===== src/rtl/mem_stage_seq_pkg.sv =====
// mem_defs: shared definitions for the MEM-stage byte-serial requester.
//   SIZE_B/SIZE_H/SIZE_W : req_size encodings (3 behaves as word)
//   state_t              : sequencer states
//   byte_count()         : req_size -> number of bytes (1, 2 or 4)
//   RAM_BYTE_W           : width of the RAM data path
package mem_defs;

  localparam int unsigned RAM_BYTE_W = 8;

  localparam logic [1:0] SIZE_B = 2'd0;
  localparam logic [1:0] SIZE_H = 2'd1;
  localparam logic [1:0] SIZE_W = 2'd2;

  typedef enum logic [1:0] {
    IDLE,
    ACCESS,
    DRAIN,
    DONE
  } state_t;

  function automatic logic [2:0] byte_count(input logic [1:0] size);
    case (size)
      SIZE_B:  return 3'd1;
      SIZE_H:  return 3'd2;
      default: return 3'd4;
    endcase
  endfunction

endpackage


===== src/rtl/mem_load_ext.sv =====
// mem_load_ext: extends little-endian assembled load bytes to 32 bits.
//   raw       : assembled bytes, byte 0 in [7:0]
//   size      : SIZE_B / SIZE_H / word (any other value)
//   is_signed : sign-extend from the top loaded bit when set
//   ext       : extended result
module mem_load_ext
  import mem_defs::*;
(
  input  logic [31:0] raw,
  input  logic [1:0]  size,
  input  logic        is_signed,
  output logic [31:0] ext
);

  always_comb begin
    ext = raw;
    case (size)
      SIZE_B:  ext = {{24{is_signed & raw[7]}}, raw[7:0]};
      SIZE_H:  ext = {{16{is_signed & raw[15]}}, raw[15:0]};
      default: ext = raw;
    endcase
  end

endmodule


===== src/rtl/mem_stage_seq.sv =====
// mem_stage_seq: MEM-stage requester on the arbiter's MEM port.
// Serialises one byte/half/word load or store into little-endian byte
// accesses on the 8-bit RAM path and reassembles load bytes.
//   clk, rst (sync, active-high), rdy (0 freezes everything)
//   req_*   : request from the MEM stage (valid/ready handshake)
//   resp_*  : one-cycle completion pulse with extended load data
//   mem_*_o : byte access to the arbiter; mem_din_i is the read byte,
//             valid the cycle after its address
module mem_stage_seq
  import mem_defs::*;
#(
  parameter int unsigned ADDR_W = 32,
  parameter int unsigned DATA_W = 32
) (
  input  logic                  clk,
  input  logic                  rst,
  input  logic                  rdy,
  input  logic                  req_valid,
  output logic                  req_ready,
  input  logic                  req_we,
  input  logic [1:0]            req_size,
  input  logic                  req_signed,
  input  logic [ADDR_W-1:0]     req_addr,
  input  logic [DATA_W-1:0]     req_wdata,
  output logic                  resp_valid,
  output logic [DATA_W-1:0]     resp_rdata,
  output logic                  mem_request_o,
  output logic [ADDR_W-1:0]     mem_addr_o,
  output logic                  mem_write_enable_o,
  output logic [RAM_BYTE_W-1:0] mem_data_o,
  input  logic [RAM_BYTE_W-1:0] mem_din_i
);

  state_t              state;
  logic [1:0]          cnt;
  logic [2:0]          n_q;
  logic                we_q;
  logic                signed_q;
  logic [1:0]          size_q;
  logic [ADDR_W-1:0]   base_q;
  logic [DATA_W-1:0]   wdata_q;
  logic [DATA_W-1:0]   cap_q;

  logic                last;
  logic [1:0]          nidx;
  logic [1:0]          pidx;
  logic [DATA_W-1:0]   raw_full;
  logic [DATA_W-1:0]   ext_data;

  assign req_ready = (state == IDLE);
  assign last      = ({1'b0, cnt} == (n_q - 3'd1));
  assign nidx      = cnt + 2'd1;
  assign pidx      = cnt - 2'd1;

  // The final load byte arrives in DRAIN; merge it combinationally so the
  // extended result can be registered straight into resp_rdata.
  always_comb begin
    raw_full = cap_q;
    case (n_q)
      3'd1:    raw_full[7:0]   = mem_din_i;
      3'd2:    raw_full[15:8]  = mem_din_i;
      default: raw_full[31:24] = mem_din_i;
    endcase
  end

  mem_load_ext u_ext (
    .raw       (raw_full),
    .size      (size_q),
    .is_signed (signed_q),
    .ext       (ext_data)
  );

  // Bus outputs are registered one step ahead: the edge entering a given
  // ACCESS cycle loads that cycle's address/data.
  always_ff @(posedge clk) begin
    if (rst) begin
      state              <= IDLE;
      cnt                <= '0;
      n_q                <= '0;
      we_q               <= 1'b0;
      signed_q           <= 1'b0;
      size_q             <= '0;
      base_q             <= '0;
      wdata_q            <= '0;
      cap_q              <= '0;
      resp_valid         <= 1'b0;
      resp_rdata         <= '0;
      mem_request_o      <= 1'b0;
      mem_addr_o         <= '0;
      mem_write_enable_o <= 1'b0;
      mem_data_o         <= '0;
    end else if (rdy) begin
      case (state)
        IDLE: begin
          resp_valid <= 1'b0;
          if (req_valid) begin
            we_q               <= req_we;
            signed_q           <= req_signed;
            size_q             <= req_size;
            n_q                <= byte_count(req_size);
            base_q             <= req_addr;
            wdata_q            <= req_wdata;
            cap_q              <= '0;
            cnt                <= '0;
            mem_request_o      <= 1'b1;
            mem_addr_o         <= req_addr;
            mem_write_enable_o <= req_we;
            mem_data_o         <= req_we ? req_wdata[7:0] : '0;
            state              <= ACCESS;
          end
        end
        ACCESS: begin
          // Read byte for address k-1 is on mem_din_i during cycle k.
          if (!we_q && cnt != 2'd0)
            cap_q[{pidx, 3'b000} +: RAM_BYTE_W] <= mem_din_i;
          if (last) begin
            cnt                <= '0;
            mem_request_o      <= 1'b0;
            mem_addr_o         <= '0;
            mem_write_enable_o <= 1'b0;
            mem_data_o         <= '0;
            if (we_q) begin
              resp_valid <= 1'b1;
              resp_rdata <= '0;
              state      <= DONE;
            end else begin
              state <= DRAIN;
            end
          end else begin
            cnt        <= nidx;
            mem_addr_o <= base_q + ADDR_W'(nidx);
            mem_data_o <= we_q ? wdata_q[{nidx, 3'b000} +: RAM_BYTE_W] : '0;
          end
        end
        DRAIN: begin
          cap_q      <= raw_full;
          resp_rdata <= ext_data;
          resp_valid <= 1'b1;
          state      <= DONE;
        end
        DONE: begin
          resp_valid <= 1'b0;
          state      <= IDLE;
        end
        default: state <= IDLE;
      endcase
    end
  end

endmodule


===== config.mk =====
export PLATFORM = sky130hd
export DESIGN_NAME = mem_stage_seq
export DESIGN_NICKNAME = d
export VERILOG_FILES = /design/src/rtl/mem_stage_seq_pkg.sv /design/src/rtl/mem_load_ext.sv /design/src/rtl/mem_stage_seq.sv
export SDC_FILE = /design/constraint.sdc
export NUM_CORES = 1
export LEC_CHECK = 0
export CAP_MARGIN = 25
export CORE_ASPECT_RATIO = 2
export CORE_UTILIZATION = 50
export CTS_CLUSTER_DIAMETER = 60
export DETAILED_ROUTE_END_ITERATION = 6
export PLACE_DENSITY = 0.86
export SLEW_MARGIN = 0
export SYNTH_ARGS = -nofsm -noshare
export SYNTH_HDL_FRONTEND = slang
export SYNTH_SLANG_ARGS = --single-unit

===== constraint.sdc =====
create_clock -name clk -period 4.55 [get_ports clk]
set_input_delay 0.91 -clock clk [delete_from_list [all_inputs] [get_ports clk]]
set_output_delay 0.91 -clock clk [all_outputs]
set_load 0.01 [all_outputs]

== Yosys cells after proc, flatten, opt, wreduce, memory -nomap -nowiden ==
Index checks and enable logic that the tools add are counted.
Storage, ports and cells
  output and inout port bits: 76
  flip-flop bits (word level): 182
  input bits: 80
  word-level logic and storage cells: 93
Operators by class
  equality and inequality tests: 12
  bitwise operators: 3
  shifts and indexed selects: 3
  mux-type cells: 35
  $add $sub $neg: 5
  reductions and logical operators: 19
Operator list (number)
  $mux W32: 6
  $pmux W32 S2: 3
  $pmux W32 S3: 1
  $mux W8: 7
  $add A32 B2 Y32: 1
  $bwmux W32: 1
  $shift A8 B7 Y32 const A: 1
  $shiftx A32 B6 Y8: 1
  $shiftx A8 B7 Y32: 1
  $pmux W8 S2: 1
  $reduce_and A3 Y1: 4
  $reduce_and A4 Y1: 3
  $mux W2: 4
  $ne A2 B2 Y1 const B: 4
  $pmux W2 S4: 1
  $neg A5 Y7: 1
  $eq A2 B1 Y1 const B: 3
  $logic_not A2 Y1: 3
  $mux W1: 6
  $pmux W3 S2: 1
  $reduce_bool A2 Y1: 3
  $reduce_and A5 Y1: 1
  $eq A2 B2 Y1 const B: 2
  $pmux W1 S2: 2
  14 further kinds: 16

== Logic depth before layout (Yosys ltp) ==
  word-level depth: 6
  gate-level depth with buffers: 11
  mapped depth without buffers: 9

== Cells and area by module ==
Synthesis repeated with hierarchy kept, for this count alone.
Second synthesis, totals
  cell total of the unflattened synthesis: 1070
  area, all modules: 9029.9 um^2
Modules (own cells, without submodules)
  mem_stage_seq: seq. area each 3643.5 um^2, times used 1, area an instance 8644.5 um^2, cells each 1004
  mem_load_ext: seq. area each 0.0 um^2, times used 1, area an instance 385.4 um^2, cells each 66

== Worst setup path before layout ==
No wires, ideal clock.
  kind: register -> register
  start point: reg cnt[0]
  end point: reg mem_addr_o[28]
  path slack: 0.950 ns
  required time: 4.455 ns
  data arrival time: 3.505 ns
  stages on the path, launching flop included: 12
  setup time: 0.095 ns
  clock period less this slack: 3.600 ns
  path through: dfxtp_1 buf_2 inv_1 ha_1 buf_1 inv_1 fa_1 nand4b_1 nor4_4 nand4_1 xor2_1 a221oi_1
On the way
  word-level cells in the longest chain between the ends: 4
  elaborated cells between the ends (all ways): 5
Ends and longest elaborated chain
  start: declaration: RTL line mem_stage_seq.sv:35  | logic [1:0] cnt;
  start signal: assignment: RTL line mem_stage_seq.sv:130  | cnt <= nidx;
  $add A2 B1 Y2: RTL line mem_stage_seq.sv:52  | assign nidx = cnt + 2'd1;
  $add A32 B2 Y32: RTL line mem_stage_seq.sv:131  | mem_addr_o <= base_q + ADDR_W'(nidx);
  $mux W32 (*): RTL line mem_stage_seq.sv:116  | if (last) begin
  $pmux W32 S2 (*): RTL line mem_stage_seq.sv:93  | case (state)
  end signal: assignment: RTL line mem_stage_seq.sv:106  | mem_addr_o <= req_addr;
  end signal: assignment: RTL line mem_stage_seq.sv:131
  end: declaration: RTL line mem_stage_seq.sv:28  | output logic [ADDR_W-1:0] mem_addr_o,
Mark *: on every way between the ends. The rest lies on a longest branch, timed or not.
A chain may end at the register's enable or synchronous reset.

== Worst setup path after layout ==
  start point: reg cnt[1]
  end point: reg mem_addr_o[20]
Same word-level chain as after synthesis.

==> qor.yml <==
powerDensity_nw_per_um2: 347
arrival_ps: 3560
hold_path_startpoint: "cap_q[23]"
netlist_area_um2: 8700
drv_cap: 0
r2r_start: "cnt[1]"
relSlewSlack_pct: 32.0
drc: 0
vias_per_cell: 6.07
drtAntennaViolNets: 0
skew_ps: 8.73
holdBufCountCts: 0
grt_pass1_vias: 8094
crit_path_max_fanout: 9
gp_congestion: 0.865
globalRouteTotalUtil_pct: 27.9
seq_area_frac_synth_pct: 41.9
startpoint: "cnt[1]"
ys_seq_elements: 182
end_kind: "flop"
synth.net_count: 1133
clk_pin_slew_ps: 70
synth_edf_count: 0
cts_setup_buffers: 0
hold_violations: 0
drv_slew: 0
clk_latency_ps: 420
dpl.hpwl_um: 17200
synth_area_leaders: "dfxtp_1 42%, a21oi_1 7.8%, nand2_1 7.7%"
crit_type: "reg2reg"
syn_inst: 1037
fin_hold_ws_ps: 447
tightest_slew_ps: 1020
ir_drop_v: 0.000352
fin_setup_tns_ps: 0
synth_top_flop_cell: "dfxtp_1"
worstPathRequired_ps: 4870
grt-ovfl-total: 0
drive_above_1_share_pct: 7.98
setup_viol: 0
core-area_um2: 16800
die_width_um: 95.3
area_growth_pct: 25.8
ioPinCount: 156
synth_common_cells: "182 x dfxtp_1, 178 x nand2_1, 135 x a21oi_1"
placementRows: 67
grt_max_degree: 72
cts_resized: 0
post-route-min-period_ps: 3240
initial_core_util_pct: 51.6
yosysMostFrequentCell: "dfxtp_1"
synth_top_area_share_pct: 41.9
cts_root_buffer: "clkbuf_16"
synth_warnings: 0
cts_buffer_depth: 2
power.leakage_nw: 3.77
clock.fmax_mhz: 309
vias: 8338
async_reset_ff_share_pct: 0
fin_nets: 1248
final.period_utilization_pct: 71.2
status: "finished, final reports clean"
dr.pass1.iters: 5
wire_per_inst_um: 18.0
post_synth.cell_area_avg_um2: 8.39
cts_tree: "built"
routed_wl_um: 24700
grt_first_pass_wirelength_um: 39300
synth_top_area_cell: "dfxtp_1"
io_buffers: 155
crit_path_start_kind: "flop"
cts_buffers: 17
antenna_found_initial: 1
synthDistinctLibCells: 68
fp.dieArea_um2: 18000
clkSinkCount: 182
hold_path_class: "reg2reg"
first_iter_violations: 648
rsz0062_at_grt: "false"
h-tree-depth: 4
fp.dieH_um: 189
layer usage:
layer / share of wire [%] / wire length, µm / track usage, %
met5: 0 / 0 / 0
met1: 36 / 8790 / 29.5
met2: 52 / 12900 / 48.5
met4: 6.5 / 1600 / 19.1
met3: 5.6 / 1380 / 4.80
report_power, final:
| group | switching, mW | leakage (nW) | internal [mW] |
|---|---|---|---|
| Combinational | 0.338 | 2.00 | 0.254 |
| Clock | 0.690 | 0.288 | 0.782 |
| Sequential | 0.0643 | 1.48 | 1.67 |
kinds of logic (layout without fill, tap and decap cells):
family                     count (synthesis)  after routing  synth area share (%)
buffers and inverters                    101            229                  4.50
and+or+nand+nor                          349            349                  18.5
xor gates and xnor gates                  27             27                  2.81
muxes                                     42             42                  6.13
DFF                                      182            182                  41.9
AOI/OAI and AO/OA                        320            320                  23.8
other                                      0              1                     0
adders and majority gates                 16             16                  2.39
final cells by class:
type                            count  area, µm²
Inverter                           24       90.1
Clock inverter                     15        164
Tap cell                          207        259
Multi-Input combinational cell    754       4670
Sequential cell                   182       3640
Fill cell                        1399       5910
Timing Repair Buffer              173       1680
Clock buffer                       17        425
Antenna cell                        1       2.50
through the flow:
| stage | instances | power (mW) | util, % | area [µm²] | setup WS (ps) |
|---|---|---|---|---|---|
| 2_1_floorplan | 1037 | 2.08 | - | 8700 | 950 |
| 3_3_place_gp | 1339 | 2.33 | 61.4 | 10300 | 1400 |
| 3_5_place_dp | 1339 | 2.35 | 61.4 | 10300 | 1330 |
| 4_1_cts | 1371 | 3.80 | 64.8 | 10900 | 1350 |
| 5_1_grt | 1373 | 3.93 | 64.9 | 10900 | 1200 |
| 6_report | 1373 | 3.79 | 64.9 | 10900 | 1310 |
critical path: stages, from the launching register on:
cell and delay, ps:
dfxtp_1 450, inv_1 140, ha_1 350, inv_1 70, fa_1 460, nand4b_1 420
nor4_4 600, nand3_1 170, xor2_1 190, a221oi_1 300
cell usage in the layout, fill, tap and decap left out, types with 3 or more instances in the layout:
cell and n:
dfxtp_1 182, nand2_1 178, clkdlybuf4s50_1 154, a21oi_1 135, nor2_1 76, o21ai_0 37
a22oi_1 35, mux2i_1 24, inv_1 23, xor2_1 22, nand3_1 19, buf_4 19
a32o_1 18, o22ai_1 17, clkbuf_16 17, ha_1 15, a222oi_1 13, nor2b_1 12
o211ai_1 11, nand2b_1 11, mux2_2 10, nand4_1 10, o21ai_1 9, nor3_1 8
a221oi_1 8, mux4_2 8, a32oi_1 8, or2_2 7, clkinv_4 6, a22o_1 5
inv_8 5, xnor2_1 4, and4_1 4, and3_1 3, a211oi_1 3, a21o_1 3
a31oi_1 3
path summary, 6_finish.rpt:
| check | to | slack, ps | cells past startpoint |
|---|---|---|---|
| setup / recovery | mem_addr_o[20] | 1310 | 9 |
| setup reg to reg | mem_addr_o[20] | 1310 | 9 |
| hold / removal | cap_q[23] | 450 | 2 |
| hold reg to reg | cap_q[23] | 450 | 2 |
sequential cells by signal, indices dropped and copies added, names as in the netlist:
| signal | count |
|---|---|
| resp_valid | 1 |
| mem_write_enable_o | 1 |
| state | 2 |
| wdata_q | 32 |
| base_q | 32 |
| size_q | 2 |
| mem_addr_o | 32 |
| signed_q | 1 |
| n_q | 3 |
| cnt | 2 |
| mem_data_o | 8 |
| we_q | 1 |
| mem_request_o | 1 |
| resp_rdata | 32 |
| cap_q | 32 |
Power figures use the tool's default switching activity.
